[src/rtl/axistream_unpack_pkg.sv]
// rtl/axistream_unpack_pkg.sv - shared width and beat-slice helpers for the pack/unpack pair
package axistream_unpack_pkg;

  // Counter width for n states, never narrower than one bit.
  function automatic int clog2_min1(input int n);
    int w;
    w = 0;
    for (int i = 0; i < 32; i++) begin
      if ((1 << w) < n) w = w + 1;
    end
    return (w < 1) ? 1 : w;
  endfunction

  // Which wide-word slice carries beat number idx.
  function automatic int beat_slice(input int idx, input int num_pack, input bit big_endian);
    return big_endian ? (num_pack - 1 - idx) : idx;
  endfunction

endpackage

[src/rtl/axistream_unpack.sv]
// rtl/axistream_unpack.sv - splits one wide stream word into NUM_PACK narrow beats
module axistream_unpack
  import axistream_unpack_pkg::*;
#(
  parameter int DATA_WIDTH = 8,
  parameter int NUM_PACK   = 4,
  parameter bit BIG_ENDIAN = 1'b0
) (
  input  logic                           clk,
  input  logic                           rst,
  input  logic                           src_tvalid,
  output logic                           src_tready,
  input  logic [DATA_WIDTH*NUM_PACK-1:0] src_tdata,
  input  logic                           src_tlast,
  output logic                           dest_tvalid,
  input  logic                           dest_tready,
  output logic [DATA_WIDTH-1:0]          dest_tdata,
  output logic                           dest_tlast
);

  localparam int IDX_W = clog2_min1(NUM_PACK);
  localparam int WIDE_W = DATA_WIDTH * NUM_PACK;
  localparam logic [IDX_W-1:0] LAST_IDX = IDX_W'(NUM_PACK - 1);

  logic [WIDE_W-1:0]     hold_data;
  logic                  hold_last;
  logic                  full;
  logic [IDX_W-1:0]      index;
  logic                  last_beat;
  logic                  accept;
  logic                  xfer;
  logic [IDX_W-1:0]      sel;
  logic [DATA_WIDTH-1:0] slices [NUM_PACK];

  assign last_beat = (index == LAST_IDX);
  // A new word may land in the same cycle the final beat of the old one leaves.
  assign src_tready = !rst && (!full || (dest_tready && last_beat));
  assign accept = src_tvalid && src_tready;
  assign xfer = full && dest_tready;

  always_ff @(posedge clk) begin
    if (rst) begin
      hold_data <= '0;
      hold_last <= 1'b0;
      full      <= 1'b0;
      index     <= '0;
    end else if (accept) begin
      hold_data <= src_tdata;
      hold_last <= src_tlast;
      full      <= 1'b1;
      index     <= '0;
    end else if (xfer) begin
      if (last_beat) begin
        index <= '0;
        full  <= 1'b0;
      end else begin
        index <= index + 1'b1;
      end
    end
  end

  for (genvar g = 0; g < NUM_PACK; g++) begin : g_slice
    assign slices[g] = hold_data[g*DATA_WIDTH +: DATA_WIDTH];
  end

  assign sel         = IDX_W'(beat_slice(int'(index), NUM_PACK, BIG_ENDIAN));
  assign dest_tdata  = slices[sel];
  assign dest_tvalid = full;
  assign dest_tlast  = full && hold_last && last_beat;

endmodule

[config.mk]
export PLATFORM = sky130hd
export DESIGN_NAME = axistream_unpack
export DESIGN_NICKNAME = d
export VERILOG_FILES = /design/src/rtl/axistream_unpack_pkg.sv /design/src/rtl/axistream_unpack.sv
export SDC_FILE = /design/constraint.sdc
export NUM_CORES = 1
export LEC_CHECK = 0
export CAP_MARGIN = 20
export CORE_MARGIN = 2
export CORE_UTILIZATION = 47
export CTS_CLUSTER_DIAMETER = 120
export DETAILED_ROUTE_END_ITERATION = 10
export GPL_ROUTABILITY_DRIVEN = 0
export PLACE_DENSITY = 0.77
export SYNTH_ARGS = -nofsm -noshare
export SYNTH_HDL_FRONTEND = slang
export SYNTH_SLANG_ARGS = --single-unit
export TNS_END_PERCENT = 5
[constraint.sdc]
create_clock -name clk -period 1.9 [get_ports clk]
set_input_delay 0.38 -clock clk [delete_from_list [all_inputs] [get_ports clk]]
set_output_delay 0.38 -clock clk [all_outputs]
set_load 0.05 [all_outputs]
==> impl_metrics.yaml, run 1 <==
setup_path:
  path_class: "reg -> out"
  path_max_fanout: 8
  cp-end-kind: "output pin"
  path_delay_family: "multiplexers"
  crit_path_top_delay_cell: "mux4_2"
  crit_arrival_ns: 1.54
  critical-path-max-stage-delay_ns: 0.53
  crit_path_cell_trace: "buf_8, mux4_2, buf_6"
  required_ns: 1.52
  critPathLaunchType: "flip-flop"
  rrSetupSlack_ns: 0.27
  crit_buf_inv: 2
clocking:
  cts_tree: "yes"
  ctsHoldBuffers: 0
  cts.sinks: 36
  clock_latency_ns: 0.33
  cts_buffer_depth: 2
  root_buffer: "clkbuf_4"
  cts_buffers: 5
  path_clk_slew_ns: 0.11
  htreeDepth: 2
run_status:
  violations: "negative setup slack"
  status: "finished with violations"
routing:
  drc: 0
  vias: 1164
  ant_nets: 0
  wl_per_cell_microns: 13.4
  drt-initial-drc-count: 20
  via_per_inst: 4.91
  drt_wl_total_microns: 3170
  dr.pass1.iters: 4
place:
  dpl-instance-area_sq_um: 2210
  placedCellCount: 228
  dp.final_hpwl_microns: 2250
  portBuffers: 47
logic_synthesis:
  synth_cell_type_count: 21
  synth-seq-cells: 36
  synthXorXnorAreaFrac: 0
  synth_fa_ha_area_frac: 0.00751
  yosys_warnings: 0
  synth_area_sq_um: 1670
  ys_seq_area_frac: 0.433
  synth_top_family_by_area: "multiplexers"
  synth_compound_area_frac: 0.0128
  synth_area_per_cell_sq_um: 12.3
  syn_nets: 173
  synth.area.mux_share: 0.337
  synthSimpleGateAreaFrac: 0.174
  synth_cells: 135
floorplan:
  die_y_microns: 63.5
  pin_count: 48
  start_util: 0.495
  rows: 21
  die_w_microns: 63.5
  dieArea_sq_um: 4040
  core_area_sq_um: 3360
power:
  internal-power_mw: 1.36
  p_switching_mw: 0.412
  clkPwrFrac: 0.335
  p_seq_frac: 0.468
  p_comb_frac: 0.196
  switching_share: 0.232
  peakVddDrop_mv: 0.598
  pwr_density_cell_nw_per_um2: 751
  power_leakage_nw: 1.00
sta:
  finClkSkew_ns: 0.00636
  timing.final.hold_violations: 0
  fin_crit_sh: 1.01
  fin_ws_ns: -0.0221
  worst_slew_pin_slew_ns: 0.228
  final.min_clock_period_ns: 1.92
  setup_viol: 8
  clock.fmax_mhz: 520
  holdWs_ns: 0.548
  rsz0062_at_grt: "true"
  drv_slew: 0
  slew_headroom: 0.848
grt:
  grt_use_total: 0.172
  antenna_found_initial: 0
  grt.overflow.total: 0
  grt_first_pass_wirelength_microns: 5260
  grt_max_degree: 35
  first_global_vias: 1229
final_layout:
  n_fill_cell: 274
  area_delta_synth_final_pct: 41.7
  final_cell_mix: "clkdlybuf4s50_1, dfxtp_1, mux2_2, nor2b_1, and2b_1"
  instances_no_fill: 237
  drive_gt1_frac: 0.393
  final_area_sq_um: 2360
  fin_nets: 228
  antenna_cells: 0
  layout_commonest_cell: "clkdlybuf4s50_1"
job:
  drv_cap: 0
worst_hold_path:
  hp-class: "reg -> reg"
==> cells in the mapped netlist, drive strengths merged <==
master | instances | area [sq um]
dfxtp | 36 | 721
mux2 | 33 | 372
nor2b | 21 | 131
and2b | 13 | 97.6
mux4 | 8 | 180
buf | 6 | 47.5
nor2 | 4 | 15.0
clkbuf | 3 | 12.5
nand2 | 2 | 7.51
nor3b | 2 | 26.3
a21boi | 1 | 11.3
a21oi | 1 | 5.00
and3 | 1 | 6.26
ha | 1 | 12.5
mux2i | 1 | 10.0
nor3 | 1 | 5.00
o21ai | 1 | 5.00
==> final timing paths <==
kind         cells after the start         from             to
max reg2reg                      5     index[0]  hold_data[21]
min reg2reg                      2  dest_tvalid       index[0]
max                              3     index[1]  dest_tdata[1]
min                              2  dest_tvalid       index[0]
==> worst reg2reg max path, cell delays in order, from the launching register on <==
cell and delay [ns]:
dfxtp_2 0.37, ha_1 0.22, a21boi_2 0.10, nor3b_4 0.22
buf_12 0.24, mux2_2 0.37
==> metrics by stage <==
step | total power, mW | utilization | setup TNS [ns] | setup WS, ns
floorplan | 1.04 | - | 0 | 0.112
global placement | 1.17 | 0.657 | 0 | 0.0179
detailed placement | 1.18 | 0.657 | -0.449 | -0.0254
CTS | 1.79 | 0.702 | -0.208 | -0.0397
global route | 1.85 | 0.702 | -0.677 | -0.0968
finish | 1.77 | 0.702 | -0.0680 | -0.0221
==> logic make-up (layout without fill, tap and decap cells) <==
group           count (synthesis)  count (layout)
compound gates                  3               3
fa+ha+maj                       1               1
buf+inv                         9              65
flops                          36              36
mux                            42              42
simple gates                   44              44
==> sequential cells by signal, summed over array words and instances, names as in the netlist <==
| signal | flops |
|---|---|
| hold_data | 32 |
| index | 2 |
| dest_tvalid | 1 |
| hold_last | 1 |
==> final cells by class <==
class | count | area (sq um) | share of cell area
multi-input combinational | 90 | 887 | 0.376
clock buffer | 7 | 65.1 | 0.0276
sequential | 36 | 723 | 0.306
timing repair buffer | 57 | 597 | 0.253
tap | 46 | 57.6 | 0.0244
clock inverter | 1 | 30.0 | 0.0127
==> power by group through the flow <==
stage,logic (mW),clock network [mW],registers [mW]
after floorplan,0.200,0,0.845
after global placement,0.328,0,0.845
after detailed placement,0.336,0,0.848
after CTS,0.352,0.610,0.831
after global routing,0.369,0.644,0.837
final,0.348,0.595,0.830
==> layer usage <==
metal | global-route usage | routed length, microns | vias up | part of all wire
met2 | 0.303 | 1660 | 29 | 0.52
met4 | 0.0842 | 46 | 0 | 0.015
met1 | 0.188 | 1290 | 548 | 0.41
met3 | 0.0500 | 170 | 5 | 0.054
li1 | - | - | 582 | -
met5 | 0 | 0 | - | 0
==> timing repair <==
item	in CTS	in global routing
setup endpoints to repair	9	9
buffers inserted	1	0
hold endpoints to repair	0	0
gates resized for setup	14	0
Note: power is estimated with default switching activity, not from simulation.
==> run 2, diff against run 1 <==
SLEW_MARGIN = 20   (was unset)
==> results of run 2 <==
Same layout as run 1: the final DEF is identical, and so are final timing and power.
==> run 3, diff against run 2 <==
SLEW_MARGIN = unset   (was 20)
==> results of run 3 <==
Same layout as run 1: the final DEF is identical, and so are final timing and power.
